File: src/rtl/uart_link_pkg.sv
// Shared types and helpers for the uart_link block.
// Optional parity support is enabled by defining UART_LINK_PARITY_EN.
package uart_link_pkg;

   typedef enum logic [2:0] {
      TX_GUARD,
      TX_IDLE,
      TX_START,
      TX_DATA,
      TX_PARITY,
      TX_STOP
   } tx_state_t;

   typedef enum logic [2:0] {
      RX_IDLE,
      RX_START,
      RX_DATA,
      RX_PARITY,
      RX_STOP
   } rx_state_t;

   localparam int SYNC_STAGES = 2;

   // Callers zero-extend their payload; extra zeros do not change the XOR.
   function automatic logic even_parity(input logic [15:0] bits);
      return ^bits;
   endfunction

endpackage

File: src/rtl/uart_link_baud.sv
// Reloadable bit-period down-counter; tick is high while the count is zero.
module uart_link_baud #(
   parameter int CLK_DIV = 434
) (
   input  logic clk,
   input  logic nrst,
   input  logic load_full,
   input  logic load_half,
   output logic tick
);

   localparam int CW = $clog2(CLK_DIV);

   logic [CW-1:0] cnt_q;

   always_ff @(posedge clk or negedge nrst) begin
      if (!nrst)
         cnt_q <= '0;
      else if (load_full)
         cnt_q <= CW'(CLK_DIV - 1);
      else if (load_half)
         cnt_q <= CW'(CLK_DIV / 2 - 1);
      else if (cnt_q != '0)
         cnt_q <= cnt_q - CW'(1);
   end

   assign tick = (cnt_q == '0);

endmodule

File: src/rtl/uart_link.sv
// Full-duplex UART with TX guard period and mid-bit sampling receiver.
// Define UART_LINK_PARITY_EN to add an even-parity bit on both directions.
module uart_link
   import uart_link_pkg::*;
#(
   parameter int CLK_DIV      = 434,
   parameter int DATA_BITS    = 8,
   parameter int STOP_BITS    = 1,
   parameter int GUARD_CYCLES = 511
) (
   input  logic                 clk,
   input  logic                 nrst,
   input  logic                 link_en,
   input  logic [DATA_BITS-1:0] tx_data,
   input  logic                 tx_valid,
   output logic                 tx_ready,
   output logic [DATA_BITS-1:0] rx_data,
   output logic                 rx_valid,
   output logic                 rx_frame_err,
   output logic                 rx_parity_err,
   input  logic                 uart_rx,
   output logic                 uart_tx,
   output logic                 guard_done
);

   localparam int BW = $clog2(DATA_BITS + 1);

   // ---------------- guard counter ----------------
   logic [15:0] guard_cnt_q;
   logic        guard_hit;

   assign guard_hit = (guard_cnt_q == 16'(GUARD_CYCLES));

   always_ff @(posedge clk or negedge nrst) begin
      if (!nrst) begin
         guard_cnt_q <= '0;
         guard_done  <= 1'b0;
      end else if (!link_en) begin
         guard_cnt_q <= '0;
         guard_done  <= 1'b0;
      end else begin
         if (!guard_hit)
            guard_cnt_q <= guard_cnt_q + 16'd1;
         guard_done <= guard_hit;
      end
   end

   // ---------------- transmitter ----------------
   tx_state_t            tx_state_q, tx_state_d;
   logic [DATA_BITS-1:0] tx_shreg_q, tx_shreg_d;
   logic [BW-1:0]        tx_bit_q, tx_bit_d;
   logic                 tx_par_q, tx_par_d;
   logic                 tx_line_d, tx_ready_d;
   logic                 tx_load, tx_tick;

   uart_link_baud #(.CLK_DIV(CLK_DIV)) u_tx_baud (
      .clk       (clk),
      .nrst      (nrst),
      .load_full (tx_load),
      .load_half (1'b0),
      .tick      (tx_tick)
   );

   always_comb begin
      tx_state_d = tx_state_q;
      tx_shreg_d = tx_shreg_q;
      tx_bit_d   = tx_bit_q;
      tx_par_d   = tx_par_q;
      tx_load    = 1'b0;
      tx_line_d  = 1'b1;
      case (tx_state_q)
         TX_GUARD: if (guard_hit) tx_state_d = TX_IDLE;
         TX_IDLE: begin
            if (tx_valid && tx_ready) begin
               tx_state_d = TX_START;
               tx_shreg_d = tx_data;
               tx_par_d   = even_parity(16'(tx_data));
               tx_load    = 1'b1;
            end
         end
         TX_START: begin
            if (tx_tick) begin
               tx_state_d = TX_DATA;
               tx_bit_d   = '0;
               tx_load    = 1'b1;
            end
         end
         TX_DATA: begin
            if (tx_tick) begin
               tx_load = 1'b1;
               if (tx_bit_q == BW'(DATA_BITS - 1)) begin
`ifdef UART_LINK_PARITY_EN
                  tx_state_d = TX_PARITY;
`else
                  tx_state_d = TX_STOP;
`endif
                  tx_bit_d = '0;
               end else begin
                  tx_bit_d   = tx_bit_q + BW'(1);
                  tx_shreg_d = tx_shreg_q >> 1;
               end
            end
         end
         TX_PARITY: begin
            if (tx_tick) begin
               tx_state_d = TX_STOP;
               tx_bit_d   = '0;
               tx_load    = 1'b1;
            end
         end
         TX_STOP: begin
            if (tx_tick) begin
               if (tx_bit_q == BW'(STOP_BITS - 1)) begin
                  tx_state_d = TX_IDLE;
               end else begin
                  tx_bit_d = tx_bit_q + BW'(1);
                  tx_load  = 1'b1;
               end
            end
         end
         default: tx_state_d = TX_GUARD;
      endcase

      if (!link_en) begin
         tx_state_d = TX_GUARD;
         tx_load    = 1'b0;
      end

      // Line level is decoded from the next state so uart_tx comes straight from a flop.
      case (tx_state_d)
         TX_GUARD:  tx_line_d = 1'b0;
         TX_START:  tx_line_d = 1'b0;
         TX_DATA:   tx_line_d = tx_shreg_d[0];
         TX_PARITY: tx_line_d = tx_par_d;
         default:   tx_line_d = 1'b1;
      endcase

      // Ready is raised only after a full cycle spent in IDLE.
      tx_ready_d = (tx_state_q == TX_IDLE) && (tx_state_d == TX_IDLE);
   end

   always_ff @(posedge clk or negedge nrst) begin
      if (!nrst) begin
         tx_state_q <= TX_GUARD;
         tx_shreg_q <= '0;
         tx_bit_q   <= '0;
         tx_par_q   <= 1'b0;
         uart_tx    <= 1'b0;
         tx_ready   <= 1'b0;
      end else begin
         tx_state_q <= tx_state_d;
         tx_shreg_q <= tx_shreg_d;
         tx_bit_q   <= tx_bit_d;
         tx_par_q   <= tx_par_d;
         uart_tx    <= tx_line_d;
         tx_ready   <= tx_ready_d;
      end
   end

   // ---------------- receiver ----------------
   logic [SYNC_STAGES-1:0] rx_sync_q;
   logic                   rx_s, rx_prev_q;

   always_ff @(posedge clk or negedge nrst) begin
      if (!nrst) begin
         rx_sync_q <= '1;
         rx_prev_q <= 1'b1;
      end else begin
         rx_sync_q <= {rx_sync_q[SYNC_STAGES-2:0], uart_rx};
         rx_prev_q <= rx_s;
      end
   end

   assign rx_s = rx_sync_q[SYNC_STAGES-1];

   rx_state_t            rx_state_q, rx_state_d;
   logic [DATA_BITS-1:0] rx_shreg_q, rx_shreg_d, rx_data_d;
   logic [BW-1:0]        rx_bit_q, rx_bit_d;
   logic                 rx_valid_d, rx_frame_err_d;
   logic                 rx_load_full, rx_load_half, rx_tick;
`ifdef UART_LINK_PARITY_EN
   logic                 rx_par_q, rx_par_d, rx_par_err_d;
`endif

   uart_link_baud #(.CLK_DIV(CLK_DIV)) u_rx_baud (
      .clk       (clk),
      .nrst      (nrst),
      .load_full (rx_load_full),
      .load_half (rx_load_half),
      .tick      (rx_tick)
   );

   always_comb begin
      rx_state_d     = rx_state_q;
      rx_shreg_d     = rx_shreg_q;
      rx_bit_d       = rx_bit_q;
      rx_data_d      = rx_data;
      rx_valid_d     = 1'b0;
      rx_frame_err_d = 1'b0;
      rx_load_full   = 1'b0;
      rx_load_half   = 1'b0;
`ifdef UART_LINK_PARITY_EN
      rx_par_d       = rx_par_q;
      rx_par_err_d   = 1'b0;
`endif
      case (rx_state_q)
         RX_IDLE: begin
            if (!rx_s && rx_prev_q) begin
               rx_state_d   = RX_START;
               rx_load_half = 1'b1;
            end
         end
         RX_START: begin
            if (rx_tick) begin
               if (rx_s) begin
                  rx_state_d = RX_IDLE;
               end else begin
                  rx_state_d   = RX_DATA;
                  rx_bit_d     = '0;
                  rx_load_full = 1'b1;
               end
            end
         end
         RX_DATA: begin
            if (rx_tick) begin
               rx_load_full = 1'b1;
               rx_shreg_d   = {rx_s, rx_shreg_q[DATA_BITS-1:1]};
               if (rx_bit_q == BW'(DATA_BITS - 1)) begin
`ifdef UART_LINK_PARITY_EN
                  rx_state_d = RX_PARITY;
`else
                  rx_state_d = RX_STOP;
`endif
               end else begin
                  rx_bit_d = rx_bit_q + BW'(1);
               end
            end
         end
         RX_PARITY: begin
            if (rx_tick) begin
`ifdef UART_LINK_PARITY_EN
               rx_par_d = rx_s;
`endif
               rx_state_d   = RX_STOP;
               rx_load_full = 1'b1;
            end
         end
         RX_STOP: begin
            if (rx_tick) begin
               rx_state_d     = RX_IDLE;
               rx_data_d      = rx_shreg_q;
               rx_valid_d     = 1'b1;
               rx_frame_err_d = !rx_s;
`ifdef UART_LINK_PARITY_EN
               rx_par_err_d   = rx_par_q ^ even_parity(16'(rx_shreg_q));
`endif
            end
         end
         default: rx_state_d = RX_IDLE;
      endcase

      if (!link_en) begin
         rx_state_d     = RX_IDLE;
         rx_data_d      = rx_data;
         rx_valid_d     = 1'b0;
         rx_frame_err_d = 1'b0;
         rx_load_full   = 1'b0;
         rx_load_half   = 1'b0;
`ifdef UART_LINK_PARITY_EN
         rx_par_err_d   = 1'b0;
`endif
      end
   end

   always_ff @(posedge clk or negedge nrst) begin
      if (!nrst) begin
         rx_state_q   <= RX_IDLE;
         rx_shreg_q   <= '0;
         rx_bit_q     <= '0;
         rx_data      <= '0;
         rx_valid     <= 1'b0;
         rx_frame_err <= 1'b0;
      end else begin
         rx_state_q   <= rx_state_d;
         rx_shreg_q   <= rx_shreg_d;
         rx_bit_q     <= rx_bit_d;
         rx_data      <= rx_data_d;
         rx_valid     <= rx_valid_d;
         rx_frame_err <= rx_frame_err_d;
      end
   end

`ifdef UART_LINK_PARITY_EN
   always_ff @(posedge clk or negedge nrst) begin
      if (!nrst) begin
         rx_par_q      <= 1'b0;
         rx_parity_err <= 1'b0;
      end else begin
         rx_par_q      <= rx_par_d;
         rx_parity_err <= rx_par_err_d;
      end
   end
`else
   assign rx_parity_err = 1'b0;
`endif

endmodule

File: config.mk
export PLATFORM = sky130hd
export DESIGN_NAME = uart_link
export DESIGN_NICKNAME = d
export VERILOG_FILES = /design/src/rtl/uart_link_pkg.sv /design/src/rtl/uart_link_baud.sv /design/src/rtl/uart_link.sv
export SDC_FILE = /design/constraint.sdc
export NUM_CORES = 1
export LEC_CHECK = 0
export CAP_MARGIN = 20
export CORE_ASPECT_RATIO = 0.9
export CORE_UTILIZATION = 55
export DETAILED_ROUTE_END_ITERATION = 8
export PLACE_DENSITY = 0.87
export SYNTH_ARGS = -nofsm -noshare
export SYNTH_HDL_FRONTEND = slang
export SYNTH_SLANG_ARGS = --single-unit
File: constraint.sdc
create_clock -name clk -period 2.65 [get_ports clk]
set_input_delay 0.265 -clock clk [delete_from_list [all_inputs] [get_ports clk]]
set_output_delay 0.265 -clock clk [all_outputs]
set_load 0.05 [all_outputs]
**After elaboration in Yosys (flattened, before gate mapping)**

Index checks and enable logic that the tools add are counted.
W data, S select, Z words.

- Register bits after elaboration: 81
- Latch bits: 0
- Bits in writable memories: 0
- Memory bits (read-only): 0
- Input bits: 13
- Output and inout bits: 14
- Word-level logic and storage cells: 149
- Memories: 0

- $add $sub $neg: 5
- $mul: 0
- Divide/modulo/power cells: 0
- $lt $le $gt $ge: 0
- Eq/ne operators: 33
- Shift-type cells: 0
- Mux-type cells: 64
- Bitwise gates (word level): 0
- Reductions and logical operators: 28

Operators by type and width:

| kind | number |
|---|---|
| $mux W3 | 16 |
| $mux W9 | 5 |
| $mux W4 | 9 |
| $mux W16 | 2 |
| $mux W8 | 3 |
| $mux W1 | 20 |
| $ne A2 B2 Y1 const B | 10 |
| $eq A3 B2 Y1 const B | 6 |
| $logic_not A9 Y1 | 2 |
| $ne A3 B3 Y1 const B | 6 |
| $pmux W3 S6 | 1 |
| $reduce_bool A9 Y1 | 2 |
| $sub A9 B1 Y9 const B | 2 |
| $add A16 B1 Y16 const B | 1 |
| $eq A16 B9 Y1 const B | 1 |
| $pmux W8 S2 | 1 |
| $reduce_xor A16 Y1 | 1 |
| $pmux W3 S5 | 1 |
| $eq A3 B3 Y1 const B | 4 |
| $pmux W4 S3 | 1 |
| $reduce_and A5 Y1 | 2 |
| $eq A3 B1 Y1 const B | 3 |
| $logic_not A3 Y1 | 3 |
| $add A4 B1 Y4 const B | 2 |
| other kinds (17) | 26 |

**Logic depth before layout (Yosys ltp)**

- Depth in word-level cells: 8
- Depth in mapped cells: 8
- Mapped depth without buffers: 7

**By module**

A second synthesis with hierarchy kept.

- Cell total of the unflattened synthesis: 400
- Area total of the unflattened synthesis: 4126.5 um^2

Modules (own cells, without submodules):

| module | instances | cells each | area an instance (um^2) | seq. area each (um^2) |
|---|---|---|---|---|
| uart_link | 1 | 290 | 3078.0 | 1580.3 |
| uart_link_baud | 2 | 55 | 524.3 | 225.2 |

**Worst setup path before layout**

Ideal clock, no wire load.

- Path type: reg-to-reg
- From: register u_rx_baud.cnt_q[0]
- To: register rx_shreg_q[0]
- Data arrival time: 2.117 ns
- Slack: 0.408 ns
- Cell stages (with the launch flop): 8
- Path buffers: 1
- Path through: dfrtp_1 inv_1 ha_1 or3b_1 or4_1 buf_2 nor2_8 mux2_2

- Longest elaborated chain between the ends: 2

RTL lines:

| item | RTL line | text |
|---|---|---|
| from (decl) | uart_link_baud.sv:14 | `logic [CW-1:0] cnt_q;` |
| from (signal assigned) | uart_link_baud.sv:20 | `cnt_q <= CW'(CLK_DIV - 1);` |
| from (signal assigned) | uart_link_baud.sv:22 | `cnt_q <= CW'(CLK_DIV / 2 - 1);` |
| from (signal assigned) | uart_link_baud.sv:24 | `cnt_q <= cnt_q - CW'(1);` |
| $logic_not A9 Y1 | uart_link_baud.sv:27 | `assign tick = (cnt_q == '0);` |
| $reduce_and A2 Y1 (no line) | n/a |  |
| to (signal assigned) | uart_link.sv:285 | `rx_shreg_q <= rx_shreg_d;` |
| to (decl) | uart_link.sv:177 | `logic [DATA_BITS-1:0] rx_shreg_q, rx_shreg_d, rx_data_d;` |

No other way between the ends.
A chain may end at the register's enable or synchronous reset.

**Worst setup path after layout**

- From: register u_rx_baud.cnt_q[1]
- To: register rx_data[3]

- Longest elaborated chain between the ends: 2

RTL lines:

| item | RTL line | text |
|---|---|---|
| $logic_not A9 Y1 | uart_link_baud.sv:27 |  |
| $reduce_and A3 Y1 (no line) | n/a |  |
| to (signal assigned) | uart_link.sv:287 | `rx_data <= rx_data_d;` |
| to (decl) | uart_link.sv:17 | `output logic [DATA_BITS-1:0] rx_data,` |

No other way between the ends.

==> results by group <==
Placed design
  – Placer congestion estimate: 0.847
  – Placed Instance Area: 4400 um2
  – Setup WS pre-CTS: 0.321 ns
  – I/O Buffers: 25
  – HPWL Detailed: 5520 um

Die
  – Total Die Area: 7710 um2
  – Initial core utilization: 0.572
  – Width of the die: 92.4 um
  – Die Ht: 83.4 um
  – # IOs: 27
  – Core area: 7080 um2
  – Cell row count: 29

Clock tree
  – Clock Tree Root: clkbuf_8
  – H-tree depth: 3
  – Worst-Skew Late Latency: 0.35 ns
  – Setup Buffers After CTS: 0
  – Clk pin slew, worst setup/hold paths: 0.08 ns
  – Num CTS Buffers: 9
  – CTS Buffer Depth: 2
  – TritonCTS clock tree: done
  – Post-cts gate resize count: 0
  – Clk sink count: 81

STA
  – Worst setup margin: 0.270 ns
  – Clock Skew: 0.0103 ns
  – RSZ-0062 raised after global routing: false
  – Final hold violations: 0
  – Hold WS: 0.268 ns
  – Setup_tns: 0 ns
  – FMAX: 420 MHz
  – Minimum clock period: 2.38 ns
  – Max-slew headroom: 0.534
  – Worst-Margin Slew: 0.699 ns
  – Final setup viols: 0
  – Final Cycle Share: 0.898
  – Slew Viols, Final: 0

Logic synthesis
  – Simple logic cell fraction of the synthesized area: 0.224
  – Yosys reg bits: 81
  – Syn Nets: 415
  – Synthesized cell area: 4050 um2
  – Synthesized area per cell: 10.3 um2
  – Fraction of registers with async set/reset: 1.00
  – Top_reg_cell synth: dfrtp_1
  – Sequential element share of the synthesized area: 0.502
  – Post-synthesis adder-cell area fraction: 0.0278
  – Post-synthesis mux area share: 0.0519
  – Post-Synthesis Cells: 393
  – Compound-gate portion of the synthesized area: 0.103
  – Number of synthesis warnings: 0
  – Post-synth EDFFs: 0
  – Synth unique cells: 67
  – Main combinational cell family by area after synthesis: simple AND/OR/NAND/NOR gates
  – XOR/XNOR share of the synthesized area: 0.0627

Finish
  – Design area: 4680 um2
  – Final core occ: 0.661
  – Layout Nets: 447
  – Storage cell area: 2030 um2
  – # fillers: 544
  – Area of the multi-input gates: 1900 um2
  – Most frequent cells in the layout: dfrtp_1 (78), nand2_1 (40), nor2_1 (33)
  – Syn-to-layout area delta: 15.5%
  – Share of post-route cells with drive strength above 1: 0.128
  – Most common cell after layout, fill and taps aside: dfrtp_1
  – Ant diodes: 0

Power and ir drop
  – Sw Ratio: 0.239
  – Flop pwr share: 0.513
  – Leakage: 2.09 nW
  – Clk pwr share: 0.389
  – Internal power: 0.00204 W
  – Proportion of power drawn by combinational gates: 0.098
  – Maximum vdd drop: 0.000303 V
  – Cell Pwr Density: 572 nW/um2
  – Sw power: 0.000640 W

Routing
  – 1st-iter DRT viols: 176
  – Routed WL: 7960 um
  – Wire per inst: 15.2 um
  – Detail Route Antenna Nets: 0
  – Post-DR vias/cell: 5.79
  – Vias post-DR: 3027
  – TritonRoute pass-1 iters: 4
  – # DRC: 0

Critical path
  – Critical path fanouts, max: 10
  – Worst Path Arrival: 2.61 ns
  – Crit. End Element: register
  – CP delay by family, top: simple AND/OR/NAND/NOR gates
  – CP required: 2.88 ns
  – Worst path max stage delay: 0.48 ns
  – Buf/Inv on CP: 2
  – Crit-path slowest cell: and4_1
  – Startpoint Class: register
  – Sequence of cells on the critical path: inv_1 > ha_1 > or3b_1 > buf_4 > nor4_4 > and4_1 > mux2_2
  – CP Class: register to register

Global routing
  – Vias in the first global route: 2989
  – Initial antenna violation count: 0
  – Total grt overflow: 0
  – Tot GR Track Use: 0.231
  – First-pass GRT wire length: 14000 um
  – Largest net degree at the start of global routing: 82

Flow run
  – Max-cap violations: 0

Outcome
  – Run status: finished, final reports clean

Min path
  – Hold WC Path Type: input pin to async pin
[path summary, 6_finish.rpt]
kind                                 to          startpoint  cells after the start  slack (ns)
setup / recovery             rx_data[3]  u_rx_baud.cnt_q[1]                      7        0.27
hold / removal               guard_done                nrst                      2        0.27
setup reg to reg             rx_data[3]  u_rx_baud.cnt_q[1]                      7        0.27
hold reg to reg            rx_sync_q[1]        rx_sync_q[0]                      0        0.37
max in group asynchronous  rx_sync_q[0]                nrst                      3        1.79
min in group clk           rx_sync_q[0]             uart_rx                      1        0.32
[Yosys cell counts (2+ instances only)]
library cell  number  area, um2
a22oi_1            6       45.0
nand2_1           40        150
a22o_1             2       17.5
or3b_1             2       17.5
o21ai_0           17       85.1
nor3_1             8       40.0
ha_1               9        113
buf_4              2       15.0
dfrtp_1           78       1950
a21oi_1           12       60.1
and4_1             2       17.5
nor2_1            33        124
nand3b_1           2       15.0
nor4b_1            2       17.5
nand4_1            9       56.3
a211oi_1           2       15.0
o22ai_1            2       12.5
clkbuf_1           6       22.5
xor2_1            16        140
and3_1             3       18.8
nand2b_1           5       31.3
buf_2              3       15.0
mux2_2            16        180
a21o_1             4       30.0
dfstp_2            3       78.8
mux2i_1            3       30.0
inv_1             10       37.5
nor4_1             4       25.0
or3_1              3       18.8
and2_1             7       43.8
nor2b_1           10       62.6
xnor2_1           13        114
nand3_1           22        110
or4_1              4       30.0
[metrics by stage]
step / power (W) / instances
floorplan: 0.00155 / 393
global placement: 0.00163 / 505
detailed placement: 0.00165 / 505
CTS: 0.00268 / 521
global route: 0.00278 / 523
finish: 0.00268 / 523
[power groups by stage]
stage / Sequential (W) / Clock [W] / Combinational [W]
5_1_grt: 0.00138 / 0.00110 / 0.000292
3_3_place_gp: 0.00139 / 0 / 0.000244
6_report: 0.00137 / 0.00104 / 0.000261
2_1_floorplan: 0.00137 / 0 / 0.000174
4_1_cts: 0.00137 / 0.00105 / 0.000258
3_5_place_dp: 0.00139 / 0 / 0.000254
[state kept, by name (all words and copies together) (netlist names)]
register and flops:
guard_cnt_q 16, u_rx_baud.cnt_q 9, u_tx_baud.cnt_q 9, rx_data 8
rx_shreg_q 8, tx_shreg_q 8, rx_bit_q 4, tx_bit_q 4
rx_state_q 3, tx_state_q 3, rx_sync_q 2, guard_done 1
rx_frame_err 1, rx_prev_q 1, rx_valid 1, tx_par_q 1
tx_ready 1, uart_tx 1
[metal layers]
metal / vias up / routed length [um] / global-route usage
met4: 0 / 63 / 0.0568
met1: 1512 / 3580 / 0.301
met2: 63 / 4000 / 0.382
met3: 6 / 322 / 0.0623
li1: 1446 / - / -
met5: - / 0 / 0
[worst register-to-register path: stages (launching register included)]
cell     delay (ns)
dfrtp_1        0.42
inv_1          0.08
ha_1           0.18
or3b_1         0.39
buf_4          0.18
nor4_4         0.15
and4_1         0.48
mux2_2         0.39
[final cells by class]
class | instances | share of cell area
clock buffer | 12 | 0.0353
clock inverter | 4 | 0.0158
inverter | 11 | 0.00883
multi-input combinational | 287 | 0.407
sequential | 81 | 0.434
tap | 93 | 0.0249
timing repair buffer | 35 | 0.0738
[cells by family (layout without fill, tap and decap cells)]
kind of cell,count (synthesis),in the layout
compound gates,62,62
buf+inv,25,62
mux,19,19
xor+xnor,29,29
other cells,1,1
fa+ha+maj,9,9
simple gates,167,167
flops,81,81
[repair_timing]
item,CTS,global route
hold buffers,0,1
endpoints found under the hold margin,0,7
endpoints found under the setup margin,0,0
(Power assumes the default switching activity.)
